$ cat config.mk
export PLATFORM = sky130hd
export DESIGN_NAME = datapath_sequencer
export DESIGN_NICKNAME = d
export VERILOG_FILES = /design/src/rtl/datapath_sequencer_pkg.sv /design/src/rtl/datapath_sequencer_instr_decode.sv /design/src/rtl/datapath_sequencer.sv
export SDC_FILE = /design/constraint.sdc
export NUM_CORES = 1
export LEC_CHECK = 0
export ABC_AREA = 1
export ABC_CLOCK_PERIOD_IN_PS = 3300
export CORE_MARGIN = 5
export CORE_UTILIZATION = 49
export DETAILED_ROUTE_END_ITERATION = 16
export MAX_ROUTING_LAYER = met4
export PLACE_DENSITY = 0.81
export SYNTH_ARGS = -nofsm -noshare
export SYNTH_HDL_FRONTEND = slang
export SYNTH_SLANG_ARGS = --single-unit
$ cat constraint.sdc
create_clock -name clk -period 3.3 [get_ports clk]
set_input_delay 0.33 -clock clk [delete_from_list [all_inputs] [get_ports clk]]
set_output_delay 0.33 -clock clk [all_outputs]
set_load 0.02 [all_outputs]
$ cat src/rtl/datapath_sequencer_pkg.sv
// Shared encodings for the datapath sequencer: RV32I-subset opcodes and function
// fields, ALU control codes, FSM states and instruction classes.
package datapath_sequencer_pkg;

  localparam logic [6:0] OPC_R     = 7'b0110011;
  localparam logic [6:0] OPC_I     = 7'b0010011;
  localparam logic [6:0] OPC_LOAD  = 7'b0000011;
  localparam logic [6:0] OPC_STORE = 7'b0100011;

  localparam logic [2:0] F3_ADD  = 3'b000;
  localparam logic [2:0] F3_SLT  = 3'b010;
  localparam logic [2:0] F3_OR   = 3'b110;
  localparam logic [2:0] F3_AND  = 3'b111;
  localparam logic [2:0] F3_WORD = 3'b010;

  localparam logic [6:0] F7_BASE = 7'b0000000;
  localparam logic [6:0] F7_SUB  = 7'b0100000;

  localparam logic [3:0] ALU_AND = 4'b0000;
  localparam logic [3:0] ALU_OR  = 4'b0001;
  localparam logic [3:0] ALU_ADD = 4'b0010;
  localparam logic [3:0] ALU_SUB = 4'b0110;
  localparam logic [3:0] ALU_SLT = 4'b0111;

  typedef enum logic [2:0] {
    ST_IDLE,
    ST_DECODE,
    ST_EXEC,
    ST_MEM,
    ST_WB,
    ST_ERR
  } state_t;

  typedef enum logic [1:0] {
    CLS_ALU_R,
    CLS_ALU_I,
    CLS_LOAD,
    CLS_STORE
  } iclass_t;

endpackage

$ cat src/rtl/datapath_sequencer_instr_decode.sv
// Combinational instruction decoder: maps a 32-bit RV32I-subset word to register
// selects, ALU control, immediate, instruction class and an illegal flag.
module instr_decode
  import datapath_sequencer_pkg::*;
#(
  parameter int DATA_WIDTH = 32,
  parameter int NAME_BITS  = 5,
  parameter int CTRL_BITS  = 4
) (
  input  logic [31:0]           instr,
  output logic [NAME_BITS-1:0]  rs1,
  output logic [NAME_BITS-1:0]  rs2,
  output logic [NAME_BITS-1:0]  ws,
  output logic [CTRL_BITS-1:0]  op,
  output logic                  imm_e,
  output logic [DATA_WIDTH-1:0] imm_d,
  output iclass_t               cls,
  output logic                  illegal
);

  logic [6:0]  opcode;
  logic [2:0]  funct3;
  logic [6:0]  funct7;
  logic [11:0] imm12;
  logic [3:0]  alu;

  assign opcode = instr[6:0];
  assign funct3 = instr[14:12];
  assign funct7 = instr[31:25];

  assign rs1   = NAME_BITS'(instr[19:15]);
  assign rs2   = NAME_BITS'(instr[24:20]);
  assign ws    = NAME_BITS'(instr[11:7]);
  assign op    = CTRL_BITS'(alu);
  assign imm_d = {{(DATA_WIDTH-12){imm12[11]}}, imm12};

  always_comb begin
    cls     = CLS_ALU_R;
    alu     = ALU_ADD;
    imm12   = '0;
    imm_e   = 1'b0;
    illegal = 1'b1;
    case (opcode)
      OPC_R: begin
        cls = CLS_ALU_R;
        if (funct7 == F7_BASE) begin
          illegal = 1'b0;
          case (funct3)
            F3_ADD:  alu = ALU_ADD;
            F3_SLT:  alu = ALU_SLT;
            F3_OR:   alu = ALU_OR;
            F3_AND:  alu = ALU_AND;
            default: illegal = 1'b1;
          endcase
        end else if (funct7 == F7_SUB && funct3 == F3_ADD) begin
          illegal = 1'b0;
          alu     = ALU_SUB;
        end
      end
      OPC_I: begin
        cls     = CLS_ALU_I;
        imm_e   = 1'b1;
        imm12   = instr[31:20];
        illegal = 1'b0;
        case (funct3)
          F3_ADD:  alu = ALU_ADD;
          F3_SLT:  alu = ALU_SLT;
          F3_OR:   alu = ALU_OR;
          F3_AND:  alu = ALU_AND;
          default: illegal = 1'b1;
        endcase
      end
      OPC_LOAD: begin
        cls   = CLS_LOAD;
        imm_e = 1'b1;
        imm12 = instr[31:20];
        if (funct3 == F3_WORD) illegal = 1'b0;
      end
      OPC_STORE: begin
        cls   = CLS_STORE;
        imm_e = 1'b1;
        imm12 = {instr[31:25], instr[11:7]};
        if (funct3 == F3_WORD) illegal = 1'b0;
      end
      default: ;
    endcase
  end

endmodule

$ cat src/rtl/datapath_sequencer.sv
// Multi-cycle control FSM: accepts one instruction per handshake, registers its
// decoded fields, and drives register-file / memory strobes through EXEC/MEM/WB.
module datapath_sequencer
  import datapath_sequencer_pkg::*;
#(
  parameter int DATA_WIDTH = 32,
  parameter int NAME_BITS  = 5,
  parameter int CTRL_BITS  = 4
) (
  input  logic                  clk,
  input  logic                  rst_n,
  input  logic                  instr_valid,
  output logic                  instr_ready,
  input  logic [31:0]           instr,
  output logic [NAME_BITS-1:0]  rs1,
  output logic [NAME_BITS-1:0]  rs2,
  output logic [NAME_BITS-1:0]  ws,
  output logic [CTRL_BITS-1:0]  op,
  output logic                  imm_e,
  output logic [DATA_WIDTH-1:0] imm_d,
  output logic                  rf_we,
  output logic                  mem_re,
  output logic                  mem_we,
  output logic                  done,
  output logic                  illegal
);

  state_t  state, state_nx;
  iclass_t cls_q;
  logic [31:0] instr_q;

  logic [NAME_BITS-1:0]  d_rs1, d_rs2, d_ws;
  logic [CTRL_BITS-1:0]  d_op;
  logic                  d_imm_e;
  logic [DATA_WIDTH-1:0] d_imm_d;
  iclass_t               d_cls;
  logic                  d_illegal;

  instr_decode #(
    .DATA_WIDTH (DATA_WIDTH),
    .NAME_BITS  (NAME_BITS),
    .CTRL_BITS  (CTRL_BITS)
  ) u_decode (
    .instr   (instr_q),
    .rs1     (d_rs1),
    .rs2     (d_rs2),
    .ws      (d_ws),
    .op      (d_op),
    .imm_e   (d_imm_e),
    .imm_d   (d_imm_d),
    .cls     (d_cls),
    .illegal (d_illegal)
  );

  always_ff @(posedge clk or negedge rst_n) begin
    if (!rst_n) state <= ST_IDLE;
    else        state <= state_nx;
  end

  always_ff @(posedge clk or negedge rst_n) begin
    if (!rst_n)                             instr_q <= '0;
    else if (state == ST_IDLE && instr_valid) instr_q <= instr;
  end

  // Illegal instructions leave the previously registered fields untouched.
  always_ff @(posedge clk or negedge rst_n) begin
    if (!rst_n) begin
      rs1   <= '0;
      rs2   <= '0;
      ws    <= '0;
      op    <= '0;
      imm_e <= 1'b0;
      imm_d <= '0;
      cls_q <= CLS_ALU_R;
    end else if (state == ST_DECODE && !d_illegal) begin
      rs1   <= d_rs1;
      rs2   <= d_rs2;
      ws    <= d_ws;
      op    <= d_op;
      imm_e <= d_imm_e;
      imm_d <= d_imm_d;
      cls_q <= d_cls;
    end
  end

  always_comb begin
    state_nx = state;
    case (state)
      ST_IDLE:   if (instr_valid) state_nx = ST_DECODE;
      ST_DECODE: state_nx = d_illegal ? ST_ERR : ST_EXEC;
      ST_EXEC:   state_nx = (cls_q == CLS_LOAD || cls_q == CLS_STORE) ? ST_MEM : ST_WB;
      ST_MEM:    state_nx = (cls_q == CLS_LOAD) ? ST_WB : ST_IDLE;
      ST_WB:     state_nx = ST_IDLE;
      ST_ERR:    state_nx = ST_IDLE;
      default:   state_nx = ST_IDLE;
    endcase
  end

  // Strobes depend only on registered state, so an async reset clears them at once.
  always_comb begin
    instr_ready = (state == ST_IDLE);
    rf_we       = (state == ST_WB) && (ws != '0);
    mem_re      = (cls_q == CLS_LOAD) && (state == ST_MEM || state == ST_WB);
    mem_we      = (cls_q == CLS_STORE) && (state == ST_MEM);
    done        = (state == ST_WB) || (state == ST_ERR) ||
                  (state == ST_MEM && cls_q == CLS_STORE);
    illegal     = (state == ST_ERR);
  end

endmodule

==> metrics.txt <==
result of the run complete, no violations; maximum number of pins on one net before global-route repair between 60 and 70; final std cells w/o fill 526; number of antenna violations at the first check in global routing 0; pins over their slew limit 0; CTS H-Tree Depth 3; combinational family with the most area after synthesis simple AND/OR/NAND/NOR gates; fin crit share 69.61%; Worst Setup Start Kind register; aggregate routed wire length about 7 mm; Arr. time, crit path about 2 ns; number of buffers inserted by port buffering between 90 and 100; half-perimeter wire length after detailed placement 5.301 mm; portion of the post-synthesis area used by sequential elements between 50% and 60%; number of synthesized flops with an enable pin 0; number of endpoints failing setup at the final stage 0; library cell with the largest summed area after synthesis dfrtp_1; mapped cell area approximately 3300 um^2; largest driver fanout on the critical path 5; average detailed-routed wire length per instance roughly 14 um; adder-cell area share of the yosys netlist 0%; placeable core area about 6700 um^2; # Max-Cap Violations 0; count of mapped cells out of synthesis between 300 and 400; fin util between 60 and 70%; Post-CTS Repair Setup Buffers 0; number of placed instances with taps included approximately 500; classification of the worst setup path register to output port; weighted congestion reported at the end of routability-driven placement 0.8900; Worst Reg-to-Reg Cells 5; CTS root buffer clkbuf_8; number of sinks driven by the clock tree 68; R2R Setup Slk 1.40 ns; post-route standard cell area excluding fillers 4294 um^2; count of cells resized by post-cts repair 0; combined global-route utilization of all metal layers 18.40%; clock tree from TritonCTS yes; top cells by area in the synthesized netlist dfrtp_1 (51%), nand2_1 (11%), nand3_1 (6.1%), buf_4 (5.2%), nand3_2 (3.6%); full die area 8586 um^2; # hold bufs at CTS 0; Worst slew margin 44.47%; Iteration-0 DRC Markers 192; worst clock skew 0.01190 ns; endpoint kind of the worst setup timing path output port; hold violation total from the final report 0; remaining global-route overflow 0; setup repair after global routing missed its margin false; ant diodes 0; Reg clk slew, reported paths 0.08 ns; launching point of the worst reg2reg path state[2]$_DFFE_PN0P_; Least-Margin Pin Slew 0.8330 ns; Detail Route Antenna Nets 0; critical path launch point state[1]$_DFFE_PN0P_; leakage power total 2.010 nW; fraction of synthesis flops using an asynchronous set or reset pin 100.0%; Bufs on Longest Clock Path 2; vias per std cell between 4 and 5; overall via count from detail_route 2,627; clock period minus worst slack 2.297 ns; post-place instance area 4119 um^2; Top Ports 93; synthesized area per cell 9.025 um^2; total DRC errors in the routed layout 0; vertical die dimension roughly 93 um; count of TritonRoute iterations in the first routing pass 4; path type of the worst min-delay path input pin to asynchronous set/reset pin; FF+latch count, synth 68; Yosys top cell area share approximately 50%; fraction of layout cells with a size suffix above 1 between 10% and 20%; horizontal die dimension 92.66 um; initial cell density of the core 49.83%; cts bufs inserted 9; synthesized-area fraction occupied by xor and xnor cells 0%; Area growth syn-to-layout 28.25%; number of distinct library cells after synthesis 29; Total Nets Final 476; first-pass GRT wire length 12.19 mm; maximum ir drop on the vdd rail 0.3925 mV; worst path required time roughly 3 ns; share of the synthesized area in compound gates (AO/OA/AOI/OAI) approximately 4%; Max Clock Freq approximately 0.44 GHz; post-synth net total 406; Warnings, synthesis 0; total number of placement rows 30; Post-Synth Simple-Gate Area 28.21%; multiplexer fraction of the synthesized cell area 6.390%; number of global-route vias before repair 2,555; Final TNS setup 0 ns; Worst-Skew Late Latency 0.35 ns; endpoint of the worst register-to-register path ws[3]$_DFFE_PN0P_; pwr/cell area 723.3 nW/um^2; most used flip-flop cell after synthesis dfrtp_1
## per-layer routing
layer  share of wire, %  vias to the layer above  wire, um  global-route usage [%]
li1                   -                     1322         -                       -
met4                2.2                        0       159                   9.158
met3                5.6                       13       406                   3.899
met5                  0                        -         0                       -
met1                 46                     1217      3336                   24.28
met2                 46                       75      3303                   27.07
## synth_stat cells (2+ instances only)
cell type	n
nor2_4	2
nor2_2	2
a21oi_1	21
inv_1	17
clkbuf_1	2
dfrtp_1	68
mux2_1	10
nand3_2	12
buf_4	23
o21ai_0	3
buf_6	4
nand3_1	41
inv_2	8
nand2_1	97
nor3_1	3
nor2_1	32
nand4_1	2
buf_2	5
mux2_2	9
## layout by cell type, fill, tap and decap left out
cell type	count
inv_2	8
inv_6	1
buf_2	1
nand3_1	41
nand2_2	1
buf_4	2
clkinv_4	2
clkinvlp_4	2
clkinv_2	2
o21ai_1	1
nand2_1	97
mux2_1	10
nor2_1	32
nand3_2	12
nand3b_1	1
nor3_2	1
a21oi_1	21
nor3_4	1
inv_1	17
clkdlybuf4s50_1	90
o21ai_0	3
nor3_1	3
nand2_4	1
dfrtp_1	68
conb_1	1
nor2_2	2
nor2_4	2
o41ai_1	1
clkbuf_8	9
inv_4	1
nand4_1	2
nand4_4	1
mux2_2	9
## how the worst max path moves through the flow
stage                         endpoint  cells after the start
detailed placement              mem_re                      5
global route                      done                      5
floorplan                       mem_re                      3
finish                          mem_re                      5
global placement    rs2[2]$_DFFE_PN0P_                      5
CTS                             mem_re                      5
## state kept, by name (all words and copies together), names as in the netlist
name,cells
instr_q,32
cls_q,2
rs2,5
state,3
rs1,5
imm_e,1
imm_d,12
op,3
ws,5
## worst max-delay path: stages (launching register included)
cell and delay (ns):
dfrtp_1 0.45, inv_1 0.08, nor3_1 0.19, nand3_1 0.15, o41ai_1 0.09, clkdlybuf4s50_1 0.66
## area by class of cell
class | count | area, um^2
Fill cell | 559 | 2425
Sequential cell | 68 | 1702
Multi-Input combinational cell | 243 | 1296
Timing Repair Buffer | 93 | 920.9
Clock buffer | 9 | 123.9
Inverter | 26 | 100.1
Tap cell | 80 | 100.1
Clock inverter | 7 | 51.30
## per-stage QoR
stage	hold WS (ns)	setup slack (ns)	power [W]
finish	0.1430	1.003	0.003106
global route	0.2340	0.8111	0.003319
CTS	0.1756	0.9777	0.003135
detailed placement	0.4703	1.374	0.002525
global placement	0.4615	1.434	0.002481
floorplan	0.03441	1.671	0.002081
## cells by family (layout without fill, tap and decap cells)
group                  count (synthesis)  after routing
DFF                                   68             68
buffers and inverters                 60            135
muxes                                 19             19
and+or+nand+nor                      197            197
other                                  1              1
AOI/OAI and AO/OA                     26             26
## where the power goes
part	internal [W]	switching, W
logic	0.000485	0.000664
clock network	0.000274	0.000326
registers	0.00113	0.000228
No activity file was read; power rests on OpenSTA's default activity.
==> edit 1 (same settings) <==
`CTRL_BITS` is set to 4 in 2 places; all go to 3.
--- a/src/rtl/datapath_sequencer_instr_decode.sv
+++ b/src/rtl/datapath_sequencer_instr_decode.sv
@@ -6,5 +6,5 @@
   parameter int DATA_WIDTH = 32,
   parameter int NAME_BITS  = 5,
-  parameter int CTRL_BITS  = 4
+  parameter int CTRL_BITS  = 3
 ) (
   input  logic [31:0]           instr,
--- a/src/rtl/datapath_sequencer.sv
+++ b/src/rtl/datapath_sequencer.sv
@@ -6,5 +6,5 @@
   parameter int DATA_WIDTH = 32,
   parameter int NAME_BITS  = 5,
-  parameter int CTRL_BITS  = 4
+  parameter int CTRL_BITS  = 3
 ) (
   input  logic                  clk,
Interface: changed (resized op); port bits go from 93 to 92. The function was not compared with the original's and may differ.
==> edit 1 against the unedited design <==
- area after synthesis shrank 2.3%
- setup slack lost 0.0080 ns
- design area shrank 0.44%
- synthesized cell count down 1.9%
- critical path type unchanged
- routed wire length down 1.5%
- sequential cell count did not move
- global-route usage is 0.15 points higher
- power is 5.5% higher
==> edit 1: results (changes against the unedited design) <==
status completed; post-synth top area cell dfrtp_1; # fillers 528 (-5.5%); reg-to-reg endpoint rs2[1]; Slew @ Worst Pin 0.989 ns (+0.156 ns); GR met3 Demand/Resource 5.32% (+1.4 points); largest fanout on the critical path 7 (+2); Comb power frac 37.0% (about the same); # hold bufs at CTS 1 (+1); Post-DP Area 0.00404 mm² (-1.9%); fin cells 517 (-1.7%); Tmin final 2.31 ns (+0.00796 ns); Yosys cell types 23 (-21%); routed length on met3 462 µm (+14%); gr usage total 18.6% (+0.15 points); FP Rows 29 (-3.3%); Worst setup endpoint done; ranking of synthesized cells by area dfrtp_1 (52%), nand2_1 (8.0%), o21ai_2 (5.6%), buf_4 (5.0%), a21oi_1 (4.9%); DR vias/cell 5.00 (+0.15%); M1 GR Usage 21.6% (-2.7 points); Leak 1.99 nW (-1.1%); Clock Skew 0.0106 ns (-0.00133 ns); most instantiated cells after synthesis nand2_1 (70), dfrtp_1 (68), nor2_1 (39); met2 wire length 3480 µm (+5.5%); P_int 2.08 mW (+10%); R2R cell count 8 (+3); reg2reg setup slack 1.09 ns (-0.31 ns); layout cells sized above 1 15.5% (+2.5 points); Critical Path Start state[2]; initial antenna violation count 0 (unchanged); average wire per standard cell 13.7 µm (+0.24%); drt pass-1 iters 4 (unchanged); Clk network pwr share 23.4% (+4.1 points); number of global-route vias before repair 2647 (+3.6%); met2 Use GR 31.1% (+4.0 points); maximum VDD drop 0.367 mV (-6.4%); dpl cells 500 (-2.0%); total power 3.28 mW (+5.5%); cts repair resizes 0 (unchanged); NumNets Final 470 (-1.3%); first-pass GRT wire length 12200 µm (+0.22%); drt initial violations 128 (-33%); Mapped Nets 399 (-1.7%); pin count of the biggest net entering global routing 57 (-17%); reg2reg start instr_q[28]; Mapped Avg Cell Area 8.99 µm² (-0.44%); Metal-1 WL 3070 µm (-8.0%); DPL Wire Length 5260 µm (-0.68%); RePlAce Congestion 0.867 (-2.6%); register area share after synthesis 52.0% (+1.2 points); Largest stage delay, worst path 0.62 ns (-0.04 ns)
edit 1: worst min path at each step:
stage | end | slack, ns | start | cells past startpoint
after global routing | rs1[3] | 0.52 | rs1[3] | 2
after CTS | rs1[3] | 0.48 | rst_n | 2
after floorplan | cls_q[0] | 0.03 | rst_n | 0
after global placement | instr_q[17] | 0.32 | rst_n | 1
final | rs1[3] | 0.48 | rst_n | 2
after detailed placement | rs1[3] | 0.32 | rst_n | 1
edit 1: logic make-up after synthesis:
group                  Yosys count  synth area share, %
DFF                             68                 52.0
and+or+nand+nor                149                 20.0
muxes                            8                 2.75
buffers and inverters           73                 12.2
AOI/OAI and AO/OA               66                 13.0
edit 1: cell type report:
cell class / count / area [µm²] / share of cell area [%]
sequential: 68 / 1700 / 39.8
multi-input combinational: 223 / 1170 / 27.4
timing repair buffer: 95 / 938 / 21.9
inverter: 38 / 143 / 3.34
clock buffer: 10 / 138 / 3.22
tap: 77 / 96.3 / 2.25
clock inverter: 6 / 87.6 / 2.05
==> edit 2 (config.mk and constraints unchanged) <==
Made on the original files. The 4 values of `iclass_t` get a one-hot encoding in 4 bits.
--- a/src/rtl/datapath_sequencer_pkg.sv
+++ b/src/rtl/datapath_sequencer_pkg.sv
@@ -32,9 +32,9 @@
   } state_t;
 
-  typedef enum logic [1:0] {
-    CLS_ALU_R,
-    CLS_ALU_I,
-    CLS_LOAD,
-    CLS_STORE
+  typedef enum logic [3:0] {
+    CLS_ALU_R = 4'b0001,
+    CLS_ALU_I = 4'b0010,
+    CLS_LOAD  = 4'b0100,
+    CLS_STORE = 4'b1000
   } iclass_t;
 
Formal check against the unedited RTL: no difference found for any inputs over 10 cycles, from zero or initial values and one cycle with rst_n low; not proved beyond that.
==> edit 2 against the unedited design <==
- global-route usage rose by 0.40 points
- design area rose by 2.1%
- area after synthesis rose by 2.2%
- power fell by 2.1%
- setup slack improved by 0.0071 ns
- sequential cell count rose by 2
- worst hold slack improved by 0.34 ns
- routed wire length rose by 3.5%
- largest power group unchanged
==> edit 2: results (changes against the unedited design) <==
status completed; reg2reg setup slack 1.32 ns (-0.08 ns); Yosys cell types 31 (+6.9%); most instantiated cells after synthesis nand2_1 (106), dfrtp_1 (69), nor2_1 (34); hold path start rs1[2]; layout cells sized above 1 11.6% (-1.4 points); slew margin rel. 41.7% (-2.8 points); RePlAce Congestion 0.831 (-6.6%); HP Class register to register; Crit Path Class register to output pin; ys async rst share 100% (unchanged); DRC Markers 0 (unchanged); Leak 2.07 nW (+2.9%); htree depth 3 (unchanged); average wire per standard cell 13.5 µm (-1.8%); DPL Wire Length 5380 µm (+1.5%); Syn Inst Count 381 (+2.7%); Largest stage delay, worst path 0.64 ns (-0.02 ns); # fillers 574 (+2.7%); Worst Hold End rs1[2]; Worst Hold Path Cells 2; final hold slack 0.481 ns (+0.338 ns); Arr. time, crit path 1.96 ns; dpl cells 537 (+5.3%); pin count of the biggest net entering global routing 46 (-33%); DR vias/cell 4.88 (-2.3%); register area share after synthesis 51.2% (+0.38 points); ranking of synthesized cells by area dfrtp_1 (50%), nand2_1 (12%), buf_4 (5.3%), nand3_1 (4.7%), mux2_2 (4.6%); reg2reg start state[0]; gr usage total 18.8% (+0.40 points); Post-DP Area 0.00419 mm² (+1.6%); number of global-route vias before repair 2717 (+6.3%); mux contribution to synthesized area 6.25% (-0.14 points); maximum clock frequency 437 MHz (+0.31%); largest fanout on the critical path 4 (-1); Synth Area in Compound Gates 4.82% (+0.83 points); WL final 7460 µm (+3.5%); ANT cells 0 (unchanged); NumNets Final 488 (+2.5%); cts repair resizes 0 (unchanged); drt initial violations 134 (-30%); Mapped Nets 416 (+2.5%); Yosys warning total 0 (unchanged); Synth Area in Adders 0% (unchanged); clk_lat worst skew 0.34 ns; initial antenna violation count 0 (unchanged); # port buffers 91 (unchanged); reg-to-reg endpoint cls_q[2]; number of buffers created by CTS 9 (unchanged); count leader, synth nand2_1; clock buffer depth 2 (unchanged); first-pass GRT wire length 12800 µm (+4.6%); Post-CTS Setup Bufs 0 (unchanged); R2R cell count 6 (+1); maximum VDD drop 0.388 mV (-1.1%); Clock Skew 0.0133 ns (+0.00138 ns); Synth Flop Type dfrtp_1
edit 2: changes by cell type after synthesis, sizes merged, moves of 3 or more:
cell and change:
nand2 +10, nand3 -14, inv +5, o21ai +4, nor2 +3
edit 2: what timing repair did:
action | in CTS | in global routing
endpoints found under the setup margin | 0 | 0
hold buffers | 1 | 0
hold endpoints to repair | 22 | 0
edit 2: layout make-up:
type	count	area [µm²]	area share [%]
flip-flops and latches	70	1750	40.0
multi-input cells	246	1260	28.8
repair buffers	95	938	21.4
clock buffers	10	128	2.91
well taps	96	120	2.74
inverters	31	119	2.71
clock inverters	6	62.6	1.43
edit 2: routing by layer:
layer / track usage [%] / vias up / routed length (µm)
met3: 3.06 / 15 / 325
met2: 30.9 / 77 / 3700
met4: 8.66 / 0 / 184
met5: - / - / 0
li1: - / 1346 / -
met1: 22.8 / 1265 / 3250
edit 2: power breakdown:
group	total, mW	switching [mW]	internal, mW
Sequential	1.34	0.203	1.14
Combinational	1.03	0.579	0.453
Clock	0.665	0.317	0.348
Total	3.04	1.10	1.94
